[config.mk]
export PLATFORM = sky130hd
export DESIGN_NAME = multi_cycle_control
export DESIGN_NICKNAME = d
export VERILOG_FILES = /design/src/rtl/multi_cycle_pkg.sv /design/src/rtl/multi_cycle_control_decode.sv /design/src/rtl/multi_cycle_control.sv
export SDC_FILE = /design/constraint.sdc
export NUM_CORES = 1
export LEC_CHECK = 0
export ABC_CLOCK_PERIOD_IN_PS = 2600
export BUFFER_PORTS_ARGS = -buffer_cell sky130_fd_sc_hd__clkbuf_2
export CORE_MARGIN = 2
export CORE_UTILIZATION = 24
export CTS_CLUSTER_SIZE = 30
export DETAILED_ROUTE_END_ITERATION = 10
export HOLD_SLACK_MARGIN = 0.1
export PLACE_DENSITY = 0.52
export SLEW_MARGIN = 15
export SYNTH_ARGS = -nofsm -noshare
export SYNTH_HDL_FRONTEND = slang
export SYNTH_SLANG_ARGS = --single-unit
[constraint.sdc]
create_clock -name CLK -period 2.6 [get_ports CLK]
set_input_delay 0.52 -clock CLK [delete_from_list [all_inputs] [get_ports CLK]]
set_output_delay 0.52 -clock CLK [all_outputs]
set_load 0.05 [all_outputs]
[src/rtl/multi_cycle_pkg.sv]
// Shared encodings for the multi-cycle CPU controller: opcodes, FSM states,
// ALU operation codes, register-destination and PC-source selects.
package multi_cycle_pkg;

    typedef enum logic [3:0] {
        S_IF     = 4'd0,
        S_ID     = 4'd1,
        S_EXE_AL = 4'd2,
        S_WB_AL  = 4'd3,
        S_EXE_LS = 4'd4,
        S_MEM    = 4'd5,
        S_WB_LD  = 4'd6,
        S_EXE_BR = 4'd7,
        S_HALT   = 4'd8
    } state_e;

    localparam logic [5:0] OP_ADD   = 6'b000000;
    localparam logic [5:0] OP_SUB   = 6'b000001;
    localparam logic [5:0] OP_ADDIU = 6'b000010;
    localparam logic [5:0] OP_ANDI  = 6'b010000;
    localparam logic [5:0] OP_AND   = 6'b010001;
    localparam logic [5:0] OP_ORI   = 6'b010010;
    localparam logic [5:0] OP_OR    = 6'b010011;
    localparam logic [5:0] OP_SLL   = 6'b011000;
    localparam logic [5:0] OP_SLTI  = 6'b011100;
    localparam logic [5:0] OP_SW    = 6'b100110;
    localparam logic [5:0] OP_LW    = 6'b100111;
    localparam logic [5:0] OP_BEQ   = 6'b110000;
    localparam logic [5:0] OP_BNE   = 6'b110001;
    localparam logic [5:0] OP_J     = 6'b111000;
    localparam logic [5:0] OP_JR    = 6'b111001;
    localparam logic [5:0] OP_JAL   = 6'b111010;
    localparam logic [5:0] OP_HALT  = 6'b111111;

    localparam logic [2:0] ALU_ADD = 3'b000;
    localparam logic [2:0] ALU_SUB = 3'b001;
    localparam logic [2:0] ALU_OR  = 3'b010;
    localparam logic [2:0] ALU_AND = 3'b011;
    localparam logic [2:0] ALU_SLT = 3'b100;
    localparam logic [2:0] ALU_SLL = 3'b101;

    localparam logic [1:0] RD_R31 = 2'b00;
    localparam logic [1:0] RD_RT  = 2'b01;
    localparam logic [1:0] RD_RD  = 2'b10;

    localparam logic [1:0] PC_NEXT   = 2'b00;
    localparam logic [1:0] PC_BRANCH = 2'b01;
    localparam logic [1:0] PC_RS     = 2'b10;
    localparam logic [1:0] PC_JUMP   = 2'b11;

    // Instruction classes steer the ID-state dispatch.
    localparam logic [2:0] CLS_NOP  = 3'd0;
    localparam logic [2:0] CLS_ALU  = 3'd1;
    localparam logic [2:0] CLS_LS   = 3'd2;
    localparam logic [2:0] CLS_BR   = 3'd3;
    localparam logic [2:0] CLS_JMP  = 3'd4;
    localparam logic [2:0] CLS_HALT = 3'd5;

endpackage

[src/rtl/multi_cycle_control_decode.sv]
// Purely combinational opcode decode: ALU controls, extension mode,
// writeback register class and instruction class.
module control_decode
    import multi_cycle_pkg::*;
(
    input  logic [5:0] opcode_i,
    output logic [2:0] alu_op_o,
    output logic       ext_sel_o,
    output logic       alu_src_a_o,
    output logic       alu_src_b_o,
    output logic [1:0] reg_dst_o,
    output logic [2:0] op_class_o
);

    always_comb begin
        alu_op_o    = ALU_ADD;
        ext_sel_o   = 1'b0;
        alu_src_a_o = 1'b0;
        alu_src_b_o = 1'b0;
        reg_dst_o   = RD_R31;
        op_class_o  = CLS_NOP;
        unique case (opcode_i)
            OP_ADD:   begin op_class_o = CLS_ALU; reg_dst_o = RD_RD; end
            OP_SUB:   begin op_class_o = CLS_ALU; reg_dst_o = RD_RD; alu_op_o = ALU_SUB; end
            OP_AND:   begin op_class_o = CLS_ALU; reg_dst_o = RD_RD; alu_op_o = ALU_AND; end
            OP_OR:    begin op_class_o = CLS_ALU; reg_dst_o = RD_RD; alu_op_o = ALU_OR; end
            OP_SLL: begin
                op_class_o  = CLS_ALU;
                reg_dst_o   = RD_RD;
                alu_op_o    = ALU_SLL;
                alu_src_a_o = 1'b1;
            end
            OP_ADDIU: begin
                op_class_o = CLS_ALU; reg_dst_o = RD_RT;
                alu_src_b_o = 1'b1; ext_sel_o = 1'b1;
            end
            OP_ANDI: begin
                op_class_o = CLS_ALU; reg_dst_o = RD_RT;
                alu_src_b_o = 1'b1; alu_op_o = ALU_AND;
            end
            OP_ORI: begin
                op_class_o = CLS_ALU; reg_dst_o = RD_RT;
                alu_src_b_o = 1'b1; alu_op_o = ALU_OR;
            end
            OP_SLTI: begin
                op_class_o = CLS_ALU; reg_dst_o = RD_RT;
                alu_src_b_o = 1'b1; ext_sel_o = 1'b1; alu_op_o = ALU_SLT;
            end
            OP_LW, OP_SW: begin
                op_class_o = CLS_LS; reg_dst_o = RD_RT;
                alu_src_b_o = 1'b1; ext_sel_o = 1'b1;
            end
            OP_BEQ, OP_BNE: begin
                op_class_o = CLS_BR; ext_sel_o = 1'b1; alu_op_o = ALU_SUB;
            end
            OP_J, OP_JR, OP_JAL: op_class_o = CLS_JMP;
            OP_HALT:             op_class_o = CLS_HALT;
            default:             op_class_o = CLS_NOP;
        endcase
    end

endmodule

[src/rtl/multi_cycle_control.sv]
// Multi-cycle CPU control FSM with retired-instruction counter; all control
// outputs are combinational in the current state, opcode and zero flag.
module multi_cycle_control
    import multi_cycle_pkg::*;
(
    input  logic        CLK,
    input  logic        RST,
    input  logic [5:0]  Opcode,
    input  logic        Zero,
    output logic        PCWre,
    output logic        IRWre,
    output logic        RegWre,
    output logic        mRD,
    output logic        mWR,
    output logic        ALUSrcA,
    output logic        ALUSrcB,
    output logic        ExtSel,
    output logic        DBDataSrc,
    output logic        WrRegDSrc,
    output logic [1:0]  RegDst,
    output logic [1:0]  PCSrc,
    output logic [2:0]  ALUOp,
    output logic [3:0]  State,
    output logic [31:0] Retired
);

    state_e      state_q, state_d;
    logic [31:0] retired_q, retired_d;

    logic [2:0]  dec_alu_op;
    logic        dec_ext_sel;
    logic        dec_src_a;
    logic        dec_src_b;
    logic [1:0]  dec_reg_dst;
    logic [2:0]  dec_class;

    logic        pc_wre, ir_wre, reg_wre, mem_rd, mem_wr;
    logic        br_taken;

    control_decode u_decode (
        .opcode_i    (Opcode),
        .alu_op_o    (dec_alu_op),
        .ext_sel_o   (dec_ext_sel),
        .alu_src_a_o (dec_src_a),
        .alu_src_b_o (dec_src_b),
        .reg_dst_o   (dec_reg_dst),
        .op_class_o  (dec_class)
    );

    assign br_taken = ((Opcode == OP_BEQ) && Zero) || ((Opcode == OP_BNE) && !Zero);

    always_comb begin
        state_d   = state_q;
        pc_wre    = 1'b0;
        ir_wre    = 1'b0;
        reg_wre   = 1'b0;
        mem_rd    = 1'b0;
        mem_wr    = 1'b0;
        ALUSrcA   = 1'b0;
        ALUSrcB   = 1'b0;
        ExtSel    = 1'b0;
        ALUOp     = ALU_ADD;
        DBDataSrc = 1'b0;
        WrRegDSrc = 1'b0;
        RegDst    = RD_R31;
        PCSrc     = PC_NEXT;
        unique case (state_q)
            S_IF: begin
                ir_wre  = 1'b1;
                state_d = S_ID;
            end
            S_ID: begin
                unique case (dec_class)
                    CLS_ALU:  state_d = S_EXE_AL;
                    CLS_LS:   state_d = S_EXE_LS;
                    CLS_BR:   state_d = S_EXE_BR;
                    CLS_HALT: state_d = S_HALT;
                    default: begin
                        // Jumps and undefined opcodes complete here.
                        state_d = S_IF;
                        pc_wre  = 1'b1;
                        if (Opcode == OP_JR) begin
                            PCSrc = PC_RS;
                        end else if (Opcode == OP_J || Opcode == OP_JAL) begin
                            PCSrc = PC_JUMP;
                        end
                        if (Opcode == OP_JAL) begin
                            reg_wre = 1'b1;
                            RegDst  = RD_R31;
                        end
                    end
                endcase
            end
            S_EXE_AL, S_EXE_LS, S_EXE_BR: begin
                ALUOp   = dec_alu_op;
                ALUSrcA = dec_src_a;
                ALUSrcB = dec_src_b;
                ExtSel  = dec_ext_sel;
                if (state_q == S_EXE_AL) begin
                    state_d = S_WB_AL;
                end else if (state_q == S_EXE_LS) begin
                    state_d = S_MEM;
                end else begin
                    state_d = S_IF;
                    pc_wre  = 1'b1;
                    if (br_taken) PCSrc = PC_BRANCH;
                end
            end
            S_WB_AL: begin
                reg_wre   = 1'b1;
                WrRegDSrc = 1'b1;
                RegDst    = dec_reg_dst;
                pc_wre    = 1'b1;
                state_d   = S_IF;
            end
            S_MEM: begin
                if (Opcode == OP_LW) begin
                    mem_rd  = 1'b1;
                    state_d = S_WB_LD;
                end else begin
                    mem_wr  = 1'b1;
                    pc_wre  = 1'b1;
                    state_d = S_IF;
                end
            end
            S_WB_LD: begin
                reg_wre   = 1'b1;
                WrRegDSrc = 1'b1;
                DBDataSrc = 1'b1;
                RegDst    = RD_RT;
                pc_wre    = 1'b1;
                state_d   = S_IF;
            end
            S_HALT:  state_d = S_HALT;
            default: state_d = S_IF;
        endcase
    end

    assign retired_d = pc_wre ? retired_q + 32'd1 : retired_q;

    always_ff @(posedge CLK or negedge RST) begin
        if (!RST) begin
            state_q   <= S_IF;
            retired_q <= 32'd0;
        end else begin
            state_q   <= state_d;
            retired_q <= retired_d;
        end
    end

    // Reset masks every write enable immediately, even the IF-state IRWre.
    assign PCWre   = pc_wre  & RST;
    assign IRWre   = ir_wre  & RST;
    assign RegWre  = reg_wre & RST;
    assign mRD     = mem_rd  & RST;
    assign mWR     = mem_wr  & RST;
    assign State   = state_q;
    assign Retired = retired_q;

endmodule

==> flow_summary.json, run 1 <==
{
  "status": "finished, final reports clean",
  "drv_slew": 0,
  "required_ns": 2.08,
  "p_sw_mw": 1.10,
  "yosys.area.top_type": "dfrtp_1",
  "worst_ep_arrival_time_ns": 1.98,
  "synth_edf_count": 0,
  "relSlewSlack": 0.698,
  "tritoncts": "built",
  "synth_fp_nets": 245,
  "slowest_stage": "nor4b_2",
  "crit_type": "input pin to primary output",
  "start_kind": "input pin",
  "synth_ff_type": "dfrtp_1",
  "cp_common_cell": "clkbuf_2",
  "diodes": 0,
  "whs_ns": 0.144,
  "clock-sinks": 36,
  "peakVddDrop_uv": 323,
  "cp_cell_sequence": "clkbuf_2 > nor4b_2 > nand2_1 > nor3_1 > a21oi_1 > o21ai_2 > clkbuf_2",
  "crit_family": "simple AND/OR/NAND/NOR gates",
  "internal_power_mw": 1.34,
  "synthCells": 235,
  "die_w_um": 99.2,
  "clockPowerShare": 0.206,
  "rows": 34,
  "synth_most_common_cell": "dfrtp_1",
  "min_period_ns": 2.50,
  "synth-warning-count": 0,
  "via_per_inst": 4.66,
  "r2r_cells": 8,
  "place_area_mm2": 0.00288,
  "netlist_area_mm2": 0.00218,
  "yosys.area.top_type_share": 0.414,
  "pwr-share-seq": 0.296,
  "grt_usage": 0.125,
  "synth_area_leaders": "dfrtp_1 (41%), xnor2_1 (8.9%), nand2_1 (4.5%), xor2_1 (4.4%), nor2_1 (3.8%)",
  "start_util": 0.248,
  "synthArstFlopShare": 1.00,
  "cts_root_buf": "clkbuf_8",
  "drc": 0,
  "wl_per_cell_um": 13.8,
  "cts-htree-levels": 2,
  "drt_iter0_drc": 33,
  "fp.dieH_um": 99.2,
  "portBuffers": 61,
  "fin_util": 0.355,
  "finalCritPeriodShare": 0.963,
  "leakage_nw": 1.32,
  "hpwl_mm": 4.55,
  "synth_area_per_cell_um2": 9.26,
  "skew_ns": 0.0130,
  "drive_gt1_frac": 0.418,
  "final_area_mm2": 0.00311,
  "fin_ws_ns": 0.0954,
  "core_area_mm2": 0.00876,
  "die_area_mm2": 0.00985,
  "worstSkewPairLatency_ns": 0.30,
  "comb_power_share": 0.498,
  "final_nets": 339,
  "grt_first_pass_wirelength_mm": 10.1,
  "drt-total-wl_mm": 6.03,
  "critPathCaptureType": "primary output",
  "seq_area_frac_synth": 0.414,
  "boundaryPins": 62,
  "worstHoldPathType": "input pin to async pin",
  "fmax_mhz": 399,
  "hold_violations": 0,
  "clk_pin_slew_ns": 0.09,
  "worstMarginPinSlew_ns": 0.452,
  "yosys_register_bits": 36,
  "crit_buf_inv": 2,
  "maxCapViolCount": 0,
  "antenna_found_initial": 0,
  "syn_to_final_growth_pct": 42.8,
  "crit_fanout": 10,
  "ys_top_cells_by_count": "dfrtp_1 (36), nand2_1 (26), nor2_1 (22), xnor2_1 (22), nand3_1 (16)",
  "finalSetupViolations": 0,
  "detail-route-antenna-nets": 0,
  "switching_share": 0.451,
  "place.gp.congestion": 0.841,
  "grt_pass1_vias": 1983,
  "grt_overflow_total": 0,
  "ys_types": 48,
  "vias": 2043,
  "critPathMaxStageDelay_ns": 0.32,
  "cp_num_cells": 7,
  "firstDrtPassIters": 4,
  "grt_max_degree": 33,
  "p_per_area_mw_per_mm2": 787,
  "numCtsBuffers": 5,
  "total_power_mw": 2.45,
  "clock_tree.buffer_depth": 2,
  "dp_slack_ns": 0.0264
}
## power groups by stage
stage | Clock [mW] | Sequential, mW | Combinational (mW)
finish | 0.504 | 0.725 | 1.22
global route | 0.547 | 0.744 | 1.32
CTS | 0.519 | 0.742 | 1.14
detailed placement | 0 | 0.774 | 1.08
global placement | 0 | 0.772 | 1.08
floorplan | 0 | 0.955 | 0.578
## layer usage
layer  share of wire  track usage
met1            0.48        0.175
met2            0.45        0.193
met3           0.057       0.0309
met4           0.013       0.0295
met5               0            0
## worst paths after layout
check / from / endpoint / slack [ns]
min in group CLK: Retired[28] / Retired[28] / 0.50
setup / recovery: Opcode[4] / PCSrc[0] / 0.1
max in group asynchronous: RST / Retired[14] / 1.83
hold / removal: RST / State[1] / 0.14
setup reg to reg: State[2] / Retired[20] / 0.42
hold reg to reg: Retired[28] / Retired[28] / 0.50
## logic make-up after synthesis
family | count (synthesis) | share of synthesized area
DFF | 36 | 0.414
and+or+nand+nor | 114 | 0.286
adders and majority gates | 1 | 0.00575
muxes | 1 | 0.00517
AOI/OAI and AO/OA | 31 | 0.118
xor gates and xnor gates | 33 | 0.133
buffers and inverters | 19 | 0.0391
## through the flow
step / setup TNS [ns] / cells
3_3_place_gp: 0 / 418
4_1_cts: 0 / 429
6_report: 0 / 438
2_1_floorplan: -1.15 / 235
5_1_grt: -0.0222 / 438
3_5_place_dp: 0 / 418
## layout make-up
type / count / area [um2]
fill: 937 / 5650
multi-input combinational: 180 / 1300
sequential: 36 / 906
timing repair buffer: 97 / 626
tap: 108 / 135
clock buffer: 5 / 68.8
clock inverter: 3 / 42.5
inverter: 9 / 33.8
## cell usage in the layout, fill, tap and decap left out, types with 3 or more instances in the layout
cell type,instances
nand4_1,5
dfrtp_2,4
xor2_1,11
and3_1,6
buf_4,36
nor2_1,22
buf_12,3
nand2_1,26
dfrtp_1,32
nor4b_2,5
xnor2_1,22
clkbuf_8,5
nor3_1,11
o21ai_0,3
a21oi_1,10
inv_1,8
clkbuf_2,56
nand3_1,16
## flip-flops by register name, summed over array words and instances (netlist names)
| name | flops |
|---|---|
| Retired | 32 |
| State | 4 |
## timing repair
item | in CTS | in global routing
setup endpoints to repair | 2 | 8
resized for setup | 0 | 8
endpoints found under the hold margin | 0 | 0
hold buffers | 0 | 0
buffers inserted | 3 | 9
No activity file was read; power rests on OpenSTA's default activity.
==> run 2: changes to the inputs <==
- ABC_CLOCK_PERIOD_IN_PS: 2600 -> 3250
- clock period: 2.6 -> 3.25 ns (I/O delays scaled with it)
==> run 2 against run 1 <==
Against the previous run: clock skew down 0.0062 ns; non-clock buffer count fell by 32; global-route usage fell by 1.1 points; setup slack better by 0.20 ns; largest cell class unchanged.
==> flow_summary.json, run 2 (same netlist as run 1, synthesis figures left out) <==
{
  "finalCritPeriodShare": 0.910,
  "tritoncts": "built",
  "place.gp.congestion": 0.788,
  "pwr-share-seq": 0.338,
  "cp_cell_sequence": "clkbuf_2 > nand4_1 > nor3_1 > o32a_2 > nand2_1 > and2_1 > clkbuf_2",
  "final_nets": 307,
  "rsz0062_at_grt": "false",
  "final_cell_mix": "clkbuf_2 (61), dfrtp_1 (36), nand2_1 (26), nor2_1 (22), xnor2_1 (22)",
  "comb_power_share": 0.424,
  "critPathMaxStageDelay_ns": 0.34,
  "total_power_mw": 1.80,
  "firstDrtPassIters": 4,
  "required_ns": 2.60,
  "cp-startpoint": "Opcode[2]",
  "endpoint": "PCWre",
  "worstHoldPathType": "input pin to async pin",
  "grt_max_degree": 34,
  "worst_ep_arrival_time_ns": 2.31,
  "final_area_mm2": 0.00277,
  "drt-total-wl_mm": 5.53,
  "crit_fanout": 15,
  "hold_violations": 0,
  "rows": 34,
  "status": "finished, final reports clean",
  "fill_cells": 940,
  "finalSetupViolations": 0,
  "detail-route-antenna-nets": 0,
  "antenna_found_initial": 0,
  "die_w_um": 99.2,
  "relSlewSlack": 0.344,
  "r2r_start": "Retired[10]",
  "worstMarginPinSlew_ns": 0.974,
  "r2r_cells": 6,
  "portBuffers": 61,
  "p_per_area_mw_per_mm2": 650,
  "cts-htree-levels": 2,
  "largest_register_ffs": 32,
  "clock-sinks": 36,
  "clock_tree.buffer_depth": 2,
  "start_kind": "input pin",
  "die_area_mm2": 0.00985,
  "fp.dieH_um": 99.2,
  "r2r_slack_ns": 0.95,
  "slowest_stage": "o32a_2",
  "crit_type": "input pin to primary output",
  "switching_share": 0.456,
  "cp_common_cell": "clkbuf_2",
  "drc": 0,
  "boundaryPins": 62,
  "internal_power_uw": 980,
  "grt_usage": 0.114,
  "final_common_cell": "clkbuf_2",
  "via_per_inst": 4.70,
  "drt_iter0_drc": 70,
  "grt_overflow_total": 0,
  "vias": 1910,
  "min_period_ns": 2.96,
  "grt_pass1_vias": 1781,
  "hpwl_mm": 4.23,
  "drv_slew": 0,
  "peakVddDrop_uv": 221,
  "grt_first_pass_wirelength_mm": 9.12,
  "maxCapViolCount": 0,
  "drive_gt1_frac": 0.319,
  "syn_to_final_growth_pct": 27.2,
  "numCtsBuffers": 5,
  "skew_ns": 0.00685,
  "worstSkewPairLatency_ns": 0.28,
  "reg2reg_to": "Retired[31]",
  "diodes": 0,
  "start_util": 0.248,
  "core_area_mm2": 0.00876,
  "place_area_mm2": 0.00264,
  "critPathCaptureType": "primary output",
  "post_cts_buffers": 0,
  "clockPowerShare": 0.239,
  "cts_root_buf": "clkbuf_8",
  "clk_pin_slew_ns": 0.07,
  "wl_per_cell_um": 13.6,
  "fmax_mhz": 338,
  "leakage_nw": 1.15,
  "multi_input_area_mm2": 0.00124,
  "p_sw_uw": 820,
  "seq_area_um2": 901
}
run 2: metal layers:
metal / track usage / vias up / wire [um]
met5: 0 / - / 0
met4: 0.0253 / 0 / 34
met3: 0.0309 / 4 / 316
met2: 0.179 / 42 / 2560
met1: 0.157 / 917 / 2620
li1: - / 947 / -
run 2: final cells by class:
type                            count  area share
Multi-Input combinational cell    180       0.447
Sequential cell                    36       0.325
Timing Repair Buffer               65       0.121
Tap cell                          108      0.0488
Clock buffer                        7      0.0348
Inverter                            9      0.0122
Clock inverter                      1      0.0108
run 2: worst min-delay path by stage:
stage	cells after the start	to
finish	1	State[3]
global route	1	State[3]
detailed placement	1	Retired[31]
floorplan	0	Retired[0]
global placement	1	Retired[31]
CTS	1	State[3]
run 2: through the flow:
step | setup TNS (ns) | setup slack [ns] | std cells | hold slack, ns | utilization
after detailed placement | 0 | 0.288 | 398 | 0.481 | 0.301
after global placement | 0 | 0.310 | 398 | 0.478 | 0.301
after floorplan | -0.585 | -0.310 | 235 | 0.354 | -
after global routing | 0 | 0.0946 | 406 | 0.191 | 0.316
final | 0 | 0.294 | 406 | 0.199 | 0.316
after CTS | 0 | 0.288 | 406 | 0.192 | 0.315
run 2: what timing repair did:
action | in CTS | in global routing
endpoints found under the setup margin | 0 | 1
gates resized for setup | 0 | 1
hold buffers | 0 | 0
run 2: power by group through the flow:
stage / Clock (mW) / Combinational, mW / Sequential [mW]
detailed placement: 0 / 0.772 / 0.615
CTS: 0.444 / 0.773 / 0.606
global route: 0.459 / 0.827 / 0.623
floorplan: 0 / 0.447 / 0.760
global placement: 0 / 0.764 / 0.618
finish: 0.430 / 0.763 / 0.608
run 2: worst max-delay path, delay by kind of cell:
kind / cells / cell delay [ns]
AOI/OAI and AO/OA: 1 / 0.34
and+or+nand+nor: 4 / 0.81
buffers and inverters: 2 / 0.50
==> run 3: changes to the inputs <==
- CORE_UTILIZATION: 24 -> 30
- PLACE_DENSITY: 0.52 -> 0.6
==> run 3 against run 2 <==
Against the previous run: cell count fell by 2.2%; sequential power rose by 0.7%; wire length fell by 4.0%; critical path depth did not move; sequential cell count did not move; maximum frequency fell by 1.1%; critical path type unchanged; critical endpoint is now RegWre.
==> flow_summary.json, run 3 (same netlist as run 1, synthesis figures left out) <==
{
  "antenna_found_initial": 0,
  "min_period_ns": 2.99,
  "portBuffers": 61,
  "worstSkewPairLatency_ns": 0.29,
  "cts-htree-levels": 2,
  "detail-route-antenna-nets": 0,
  "tritoncts": "built",
  "p_per_area_mw_per_mm2": 626,
  "grt_max_degree": 31,
  "rsz0062_at_grt": "false",
  "critPathCaptureType": "primary output",
  "clock-sinks": 36,
  "fin_util": 0.380,
  "vias": 1927,
  "finalSetupViolations": 0,
  "start_kind": "input pin",
  "start_util": 0.305,
  "crit_type": "input pin to primary output",
  "total_power_mw": 1.70,
  "diodes": 0,
  "via_per_inst": 4.85,
  "finalCritPeriodShare": 0.920,
  "hpwl_mm": 3.94,
  "firstDrtPassIters": 4,
  "wl_per_cell_um": 13.4,
  "syn_to_final_growth_pct": 24.7,
  "numCtsBuffers": 5,
  "drv_slew": 0,
  "whs_ns": 0.210,
  "leakage_nw": 1.13,
  "final_cell_mix": "clkbuf_2 (61), dfrtp_1 (36), nand2_1 (26), nor2_1 (22), xnor2_1 (22)",
  "core_area_mm2": 0.00714,
  "worstMarginPinSlew_ns": 0.924,
  "drt_iter0_drc": 32,
  "required_ns": 2.60,
  "clock_tree.buffer_depth": 2,
  "grt_pass1_vias": 1816,
  "peakVddDrop_uv": 311,
  "grt_first_pass_wirelength_mm": 8.83,
  "relSlewSlack": 0.377,
  "drc": 0,
  "cts_root_buf": "clkbuf_8",
  "grt_overflow_total": 0,
  "cts-resized-gates": 0,
  "ctsHoldBuffers": 0,
  "place.gp.congestion": 0.866,
  "crit_fanout": 15,
  "die_area_mm2": 0.00795,
  "maxCapViolCount": 0,
  "clk_pin_slew_ns": 0.07,
  "fmax_mhz": 334,
  "rows": 31,
  "r2r_slack_ns": 1.03,
  "final_common_cell": "clkbuf_2",
  "drive_gt1_frac": 0.309,
  "worst_ep_arrival_time_ns": 2.34,
  "hold_violations": 0,
  "final_nets": 307,
  "largest_register_ffs": 32,
  "boundaryPins": 62,
  "worstHoldPathType": "input pin to async pin",
  "fp.dieH_um": 89.2,
  "grt_usage": 0.140,
  "status": "finished, final reports clean",
  "drt-total-wl_mm": 5.31,
  "skew_ns": 0.00593,
  "die_w_um": 89.2,
  "post_cts_buffers": 0
}
==> run 3: changes by cell type in the layout (fill, tap and decap cells not counted) <==
cell,change
clkbuf_1,+2
bufinv_16,-1
clkbuf_8,-1
nor4b_1,+1
nor4b_2,-1
==> run 3: routing by layer <==
layer,up-vias,track usage,share of wire
li1,948,-,-
met3,7,0.0323,0.072
met2,52,0.222,0.45
met4,0,0.0448,0.014
met5,-,0,0
met1,920,0.192,0.46
==> run 3: worst max-delay path, cell delays in order <==
cell and delay (ns):
clkbuf_2 0.26, nand2_1 0.16, nor3_1 0.21, nor4b_1 0.45, nand3b_1 0.13, a21boi_1 0.18
clkbuf_2 0.30
==> run 3: layout make-up <==
cell class / count / area (um2)
fillers: 773 / 4420
flip-flops and latches: 36 / 901
inverters: 9 / 33.8
clock buffers: 8 / 90.1
repair buffers: 65 / 335
well taps: 99 / 124
multi-input cells: 180 / 1230
==> run 3: power by group <==
part | internal, mW | total, mW | switching (mW)
combinational | 0.203 | 0.761 | 0.557
clock | 0.173 | 0.328 | 0.155
sequential | 0.506 | 0.612 | 0.106
total | 0.882 | 1.70 | 0.819
==> run 3: path summary, 6_finish.rpt <==
check                                  from     endpoint  depth (start not counted)
worst max-delay path              Opcode[4]       RegWre                          7
worst min-delay path                    RST   Retired[0]                          1
worst max register to register     State[2]  Retired[20]                          5
worst min register to register  Retired[31]  Retired[31]                          1
max in group asynchronous               RST   Retired[8]                          2
min in group CLK                Retired[31]  Retired[31]                          1
==> run 3: through the flow <==
stage	TNS [ns]	cell area (um2)	cells	setup slack, ns
floorplan	-0.585	2220	235	-0.310
detailed placement	0	2630	389	0.260
global route	0	2720	397	0.00358
CTS	0	2720	397	0.244
finish	0	2720	397	0.259
global placement	0	2630	389	0.280
